File: config.mk
export PLATFORM = sky130hd
export DESIGN_NAME = led_pwm_axil
export DESIGN_NICKNAME = d
export VERILOG_FILES = /design/src/rtl/led_pwm_axil.sv
export SDC_FILE = /design/constraint.sdc
export NUM_CORES = 1
export LEC_CHECK = 0
export BUFFER_PORTS_ARGS = -buffer_cell sky130_fd_sc_hd__clkbuf_2
export CAP_MARGIN = 15
export CORE_MARGIN = 8
export CORE_UTILIZATION = 30
export DETAILED_ROUTE_END_ITERATION = 12
export GPL_ROUTABILITY_DRIVEN = 0
export GPL_TIMING_DRIVEN = 0
export PLACE_DENSITY_LB_ADDON = 0.05
export SLEW_MARGIN = 25
export SYNTH_ARGS = -nofsm -noshare
export SYNTH_HDL_FRONTEND = slang
export SYNTH_SLANG_ARGS = --single-unit
File: constraint.sdc
create_clock -name clk100 -period 2.15 [get_ports clk100]
set_clock_uncertainty 0.15 [all_clocks]
set_input_delay 0.1075 -clock clk100 [delete_from_list [all_inputs] [get_ports clk100]]
set_output_delay 0.1075 -clock clk100 [all_outputs]
set_load 0.02 [all_outputs]
File: src/rtl/led_pwm_axil.sv
// NUM_CH LED channels (off/on/pwm/one-shot) behind an AXI4-Lite register file; led_o is registered.
// Each access takes one ready pulse then a response beat; a pending BVALID/RVALID blocks the next accept.
module led_pwm_axil #(
  parameter int NUM_CH             = 2,
  parameter int CNT_W              = 16,
  parameter int C_S_AXI_ADDR_WIDTH = 8,
  parameter int C_S_AXI_DATA_WIDTH = 32
) (
  input  logic                            clk100,
  input  logic                            rstn,
  input  logic [63:0]                     git_hash,
  input  logic [31:0]                     timestamp,
  input  logic [C_S_AXI_ADDR_WIDTH-1:0]   S_AXI_AWADDR,
  input  logic [2:0]                      S_AXI_AWPROT,
  input  logic                            S_AXI_AWVALID,
  output logic                            S_AXI_AWREADY,
  input  logic [C_S_AXI_DATA_WIDTH-1:0]   S_AXI_WDATA,
  input  logic [C_S_AXI_DATA_WIDTH/8-1:0] S_AXI_WSTRB,
  input  logic                            S_AXI_WVALID,
  output logic                            S_AXI_WREADY,
  output logic [1:0]                      S_AXI_BRESP,
  output logic                            S_AXI_BVALID,
  input  logic                            S_AXI_BREADY,
  input  logic [C_S_AXI_ADDR_WIDTH-1:0]   S_AXI_ARADDR,
  input  logic [2:0]                      S_AXI_ARPROT,
  input  logic                            S_AXI_ARVALID,
  output logic                            S_AXI_ARREADY,
  output logic [C_S_AXI_DATA_WIDTH-1:0]   S_AXI_RDATA,
  output logic [1:0]                      S_AXI_RRESP,
  output logic                            S_AXI_RVALID,
  input  logic                            S_AXI_RREADY,
  output logic [NUM_CH-1:0]               led_o
);

  logic              aw_rdy, b_vld, ar_rdy, r_vld;
  logic [31:0]       r_dat;
  logic              wr_fire, rd_fire;
  logic [5:0]        wa, ra;
  logic [31:0]       rd_word;
  logic [NUM_CH-1:0] ctrl_we, period_we, duty_we;

  logic [1:0]        mode     [NUM_CH];
  logic [CNT_W-1:0]  period   [NUM_CH];
  logic [CNT_W-1:0]  duty     [NUM_CH];
  logic [CNT_W-1:0]  period_s [NUM_CH];
  logic [CNT_W-1:0]  duty_s   [NUM_CH];
  logic [CNT_W-1:0]  cnt      [NUM_CH];
  logic [NUM_CH-1:0] done, led_q;

  logic unused_ok;
  assign unused_ok = ^{S_AXI_AWPROT, S_AXI_ARPROT, S_AXI_AWADDR, S_AXI_ARADDR};

  function automatic logic [31:0] merge_be(input logic [31:0] old_v, input logic [31:0] new_v,
                                           input logic [3:0] be);
    logic [31:0] r;
    for (int b = 0; b < 4; b++) r[8*b +: 8] = be[b] ? new_v[8*b +: 8] : old_v[8*b +: 8];
    return r;
  endfunction

  assign wa      = S_AXI_AWADDR[7:2];
  assign ra      = S_AXI_ARADDR[7:2];
  assign wr_fire = aw_rdy && S_AXI_AWVALID && S_AXI_WVALID;
  assign rd_fire = ar_rdy && S_AXI_ARVALID;

  assign S_AXI_AWREADY = aw_rdy;
  assign S_AXI_WREADY  = aw_rdy;
  assign S_AXI_BVALID  = b_vld;
  assign S_AXI_BRESP   = 2'b00;
  assign S_AXI_ARREADY = ar_rdy;
  assign S_AXI_RVALID  = r_vld;
  assign S_AXI_RRESP   = 2'b00;
  assign S_AXI_RDATA   = r_dat;
  assign led_o         = led_q;

  always_ff @(posedge clk100 or negedge rstn) begin
    if (!rstn) begin
      aw_rdy <= 1'b0;
      b_vld  <= 1'b0;
      ar_rdy <= 1'b0;
      r_vld  <= 1'b0;
      r_dat  <= '0;
    end else begin
      // Ready is a one-cycle pulse; the response beat that follows holds off the next accept.
      aw_rdy <= !aw_rdy && !b_vld && S_AXI_AWVALID && S_AXI_WVALID;
      if (wr_fire)           b_vld <= 1'b1;
      else if (S_AXI_BREADY) b_vld <= 1'b0;
      ar_rdy <= !ar_rdy && !r_vld && S_AXI_ARVALID;
      if (rd_fire) begin
        r_vld <= 1'b1;
        r_dat <= rd_word;
      end else if (S_AXI_RREADY) begin
        r_vld <= 1'b0;
      end
    end
  end

  always_comb begin
    ctrl_we   = '0;
    period_we = '0;
    duty_we   = '0;
    for (int i = 0; i < NUM_CH; i++) begin
      if (wr_fire && wa[5:2] == 4'(i + 2)) begin
        case (wa[1:0])
          2'd0:    ctrl_we[i]   = 1'b1;
          2'd1:    period_we[i] = 1'b1;
          2'd2:    duty_we[i]   = 1'b1;
          default: ;
        endcase
      end
    end
  end

  always_comb begin
    rd_word = '0;
    case (ra)
      6'h0:    rd_word = git_hash[31:0];
      6'h1:    rd_word = git_hash[63:32];
      6'h2:    rd_word = timestamp;
      6'h3:    rd_word = {24'h0, 8'(NUM_CH)};
      default: ;
    endcase
    for (int i = 0; i < NUM_CH; i++) begin
      if (ra[5:2] == 4'(i + 2)) begin
        case (ra[1:0])
          2'd0: rd_word = {30'h0, mode[i]};
          2'd1: rd_word = 32'(period[i]);
          2'd2: rd_word = 32'(duty[i]);
          default: begin
            rd_word     = 32'(cnt[i]);
            rd_word[31] = done[i];
          end
        endcase
      end
    end
  end

  always_ff @(posedge clk100 or negedge rstn) begin
    if (!rstn) begin
      for (int i = 0; i < NUM_CH; i++) begin
        mode[i]     <= '0;
        period[i]   <= '0;
        duty[i]     <= '0;
        period_s[i] <= '0;
        duty_s[i]   <= '0;
        cnt[i]      <= '0;
      end
      done  <= '0;
      led_q <= '0;
    end else begin
      for (int i = 0; i < NUM_CH; i++) begin
        if (period_we[i]) period[i] <= CNT_W'(merge_be(32'(period[i]), S_AXI_WDATA, S_AXI_WSTRB));
        if (duty_we[i])   duty[i]   <= CNT_W'(merge_be(32'(duty[i]), S_AXI_WDATA, S_AXI_WSTRB));

        case (mode[i])
          2'd0:    led_q[i] <= 1'b0;
          2'd1:    led_q[i] <= 1'b1;
          default: led_q[i] <= cnt[i] < duty_s[i];
        endcase

        // A CTRL write restarts the channel and outranks a same-cycle pwm wrap.
        if (ctrl_we[i]) begin
          if (S_AXI_WSTRB[0]) mode[i] <= S_AXI_WDATA[1:0];
          cnt[i]      <= '0;
          done[i]     <= 1'b0;
          period_s[i] <= period[i];
          duty_s[i]   <= duty[i];
        end else begin
          case (mode[i])
            2'd2: begin
              if (cnt[i] == period_s[i]) begin
                cnt[i]      <= '0;
                period_s[i] <= period[i];
                duty_s[i]   <= duty[i];
              end else begin
                cnt[i] <= cnt[i] + CNT_W'(1);
              end
            end
            2'd3: begin
              if (cnt[i] == duty_s[i]) done[i] <= 1'b1;
              else                     cnt[i]  <= cnt[i] + CNT_W'(1);
            end
            default: cnt[i] <= '0;
          endcase
        end
      end
    end
  end

endmodule

==> metrics.csv <==
stage;metric;value;unit
floorplan;die span in x;207.5;µm
place;Placed Cells;1658;
worst_setup_path;crit path launch type;flip-flop;
logic_synthesis;Post-Syn Instances;1016;
worst_setup_path;critical path buffer and inverter count;4;
run;Max-Cap Viols;0;
worst_setup_path;worst path cell trace;buf_6, ha_4, nand4_1, nor3_2, and3_4, buf_8, buf_6, buf_12, nand2b_4, o21ai_2;
logic_synthesis;Syn Area/Cell;10.83;µm²
worst_setup_path;WP data required;2400;ps
pwr;Sw Pwr;2.259;mW
worst_setup_path;reg2reg end;cnt[1]$_DFFE_PN0P_;
sta;final slew viol count;0;
floorplan;Die ar.;0.04306;mm²
drt;1st-iter DRT viols;498;
floorplan;Rows;70;
floorplan;core area;0.03635;mm²
place;area of placed instances;0.01255;mm²
pwr;Clk network pwr share;0.469;
sta;minimum clock period;2326;ps
sta;hold slack;38.74;ps
worst_setup_path;Worst R2R Setup Slack;-180;ps
sta;worst setup slack after layout;-176.0;ps
place;IO Port Bufs;168;
finish;fill cell total of the finished layout;3425;
finish;share of cells above drive strength 1;0.4303;
floorplan;IO Pins;204;
pwr;power per cell area;584.4;mW/mm²
outcome;status;complete, but fails checks;
pwr;switch share;0.2466;
pwr;Reg power frac;0.430;
worst_setup_path;CP Class;reg -> reg;
min_path;hold_sp;S_AXI_ARADDR[6];
grt;GRT Overall Usage;0.1906;
logic_synthesis;Synth area leader;dfrtp_1;
clock_network;Clock Pin Slew Worst Setup and Hold Paths;60;ps
outcome;failing checks;setup timing;
drt;ANT nets after route;0;
pwr;Pleak;7.443;nW
logic_synthesis;commonest cells in the netlist;204 x dfrtp_1, 158 x mux2_2, 71 x o21ai_0;
logic_synthesis;Yosys warnings;0;
clock_network;latest clock arrival within the worst-skew pair;520;ps
sta;# setup viols final;96;
grt;GRT overflow;0;
grt;largest net degree at the start of global routing;69;
worst_setup_path;peak per-stage delay on the critical path;440;ps
pwr;Combinational Power Share;0.100;
sta;Fmax;429.9;MHz
sta;RSZ-0062 raised after global routing;yes;
logic_synthesis;most common cell in the netlist;dfrtp_1;
worst_setup_path;Reg2Reg Depth;10;
pwr;Pint;6.902;mW
finish;Area Growth Syn to Fin;42.46;%
floorplan;chip height;207.5;µm
finish;fin nets;1572;
grt;first-pass GRT wire length;63580;µm
pwr;Tot Pwr;9.161;mW
logic_synthesis;distinct cell type count after synthesis;56;
logic_synthesis;Synth area leaders;dfrtp_1 46%, mux2_2 16%, ha_1 3.9%, o21ai_0 3.2%, mux2i_1 3.2%;
min_path;Hold Path Sink;S_AXI_RDATA[31]$_DFFE_PN0P_;
drt;drt first pass iters;4;
worst_setup_path;R2R Path Start;cnt[10]$_DFFE_PN0P_;
logic_synthesis;Synth top area share;0.4640;
drt;post-route DRC violation count;0;
pwr;Worst VDD drop;0.0005177;V
worst_setup_path;Worst setup EP type;flip-flop;
clock_network;Root Driver;clkbuf_16;
sta;Final Cycle Share;1.082;
logic_synthesis;Main synth FF type;dfrtp_1;
grt;number of antenna violations at the first check in global routing;2;
clock_network;htree depth;1;
place;post-DP HPWL;29870;µm
sta;Relative slew margins;0.4670;
worst_setup_path;slowest CP cell;dfrtp_2;
worst_setup_path;Top delay family on crit path;simple AND/OR/NAND/NOR gates;
drt;WL/cell;22.64;µm
clock_network;CTS tree;yes;
clock_network;Clock Sinks;204;
logic_synthesis;register bit total from synthesis;204;
worst_setup_path;Critical Path AT;2580;ps
drt;drt total wl;42140;µm
clock_network;Num CTS Buffers;25;
drt;post-DR vias/cell;5.061;
drt;routed vias;9418;
logic_synthesis;Post-synth ARST share;1.000;
floorplan;starting density of the core;0.3027;
finish;FF/Latch Area;0.005134;mm²
clock_network;CTS max path bufs;3;
grt;vias in the first global route;9625;
min_path;cell count of the worst hold path;6;
min_path;min-delay worst type;in -> reg;
sta;Hold Fails Final Rpt;0;
logic_synthesis;EDFF count, synth;0;
worst_setup_path;CP Depth;10;
logic_synthesis;post-synthesis cell area;0.01100;mm²
worst_setup_path;worst-path fanout max;7;
logic_synthesis;sequential area share after synthesis;0.4640;
finish;Non-Filler Instances;1861;
finish;multi-input logic area;0.005958;mm²
worst_setup_path;cell mode on critical path;buf_6;
finish;Final Instance Area;0.01568;mm²
sta;Slew @ Worst Pin;799.5;ps
routing by layer:
metal | up-vias | share of wire | track usage
met3 | 42 | 0.053 | 0.03699
met2 | 248 | 0.44 | 0.2926
met5 | - | 0.00024 | 0
met4 | 2 | 0.014 | 0.03648
li1 | 4450 | - | -
met1 | 4676 | 0.50 | 0.2760
power groups by stage:
stage / Sequential, mW / Combinational, mW / Clock, mW
global placement: 4.01 / 0.747 / 0
finish: 3.94 / 0.917 / 4.30
detailed placement: 4.01 / 0.767 / 0
global route: 3.95 / 0.996 / 4.58
floorplan: 4.04 / 0.287 / 0
CTS: 3.94 / 0.914 / 4.44
metrics by stage:
step	utilization	TNS, ps	worst slack [ps]
after floorplan	-	0	13.16
after global placement	0.3427	-834730	-3818
after detailed placement	0.3452	-63890	-620.2
after CTS	0.4183	-13350	-219.5
after global routing	0.4313	-18430	-269.0
final	0.4313	-10170	-176.0
worst max path at each step:
stage / endpoint / startpoint / slack, ps
2_1_floorplan: cnt[7]$_DFFE_PN0P_ / S_AXI_AWREADY$_DFF_PN0_ / 10
3_3_place_gp: duty_s[10]$_DFFE_PN0P_ / rstn / -3820
3_5_place_dp: cnt[13]$_DFFE_PN0P_ / cnt[4]$_DFFE_PN0P_ / -620
4_1_cts: duty_s[23]$_DFFE_PN0P_ / cnt[18]$_DFFE_PN0P_ / -220
5_1_grt: cnt[15]$_DFFE_PN0P_ / cnt[10]$_DFFE_PN0P_ / -270
6_report: cnt[1]$_DFFE_PN0P_ / cnt[10]$_DFFE_PN0P_ / -180
logic make-up (layout without fill, tap and decap cells):
| group | count (synthesis) | after routing | synth area share |
|---|---|---|---|
| AOI/OAI and AO/OA | 223 | 223 | 0.1246 |
| and+or+nand+nor | 211 | 211 | 0.1012 |
| DFF | 204 | 204 | 0.4640 |
| muxes | 197 | 197 | 0.1997 |
| buffers and inverters | 112 | 485 | 0.04446 |
| adders and majority gates | 34 | 34 | 0.03866 |
| xor gates and xnor gates | 34 | 34 | 0.02706 |
| other | 1 | 5 | 0.0003408 |
layout by cell type, fill, tap and decap left out, drive strengths merged, types with 8 or more instances in the layout:
master and count:
clkbuf 243, xor2 31, or4 15, a21o 10
buf 108, mux2i 35, inv 45, dlygate4sd3 82
nor2b 8, a22oi 14, a221oi 14, dfrtp 204
o31ai 17, and4 9, nand2 70, nand3 24
o21ai 72, nor2 27, a21oi 61, mux2 160
ha 34, a211oi 15, or3 12, nand4 17
flip-flops by register name, indices dropped and copies added, names as in the netlist, 2 cells and up:
register / flops
led_o: 2
S_AXI_RDATA: 32
period_s: 32
period: 32
mode: 4
cnt: 32
duty_s: 32
done: 2
duty: 32
cell type report:
class,instances,area share
multi-input cells,703,0.3801
clock buffers,35,0.04486
flip-flops and latches,204,0.3275
well taps,468,0.03736
clock inverters,7,0.007024
plain buffers,67,0.03337
repair buffers,331,0.1588
inverters,45,0.01078
diodes,1,0.0001596
worst reg2reg max path, delay by kind of cell, from the launching register on:
kind	cells	cell delay (ps)
simple gates	4	810
flops	1	440
fa+ha+maj	1	250
compound gates	1	40
buf+inv	4	490
repair_timing:
action / 4_1_cts / 5_1_grt
pin swaps: 33 / 30
setup endpoints to repair: 165 / 118
hold buffers: 83 / 0
buffers inserted: 52 / 18
cloned: 3 / 4
hold endpoints to repair: 169 / 0
gates resized for setup: 135 / 74
Note: power is estimated with default switching activity, not from simulation.
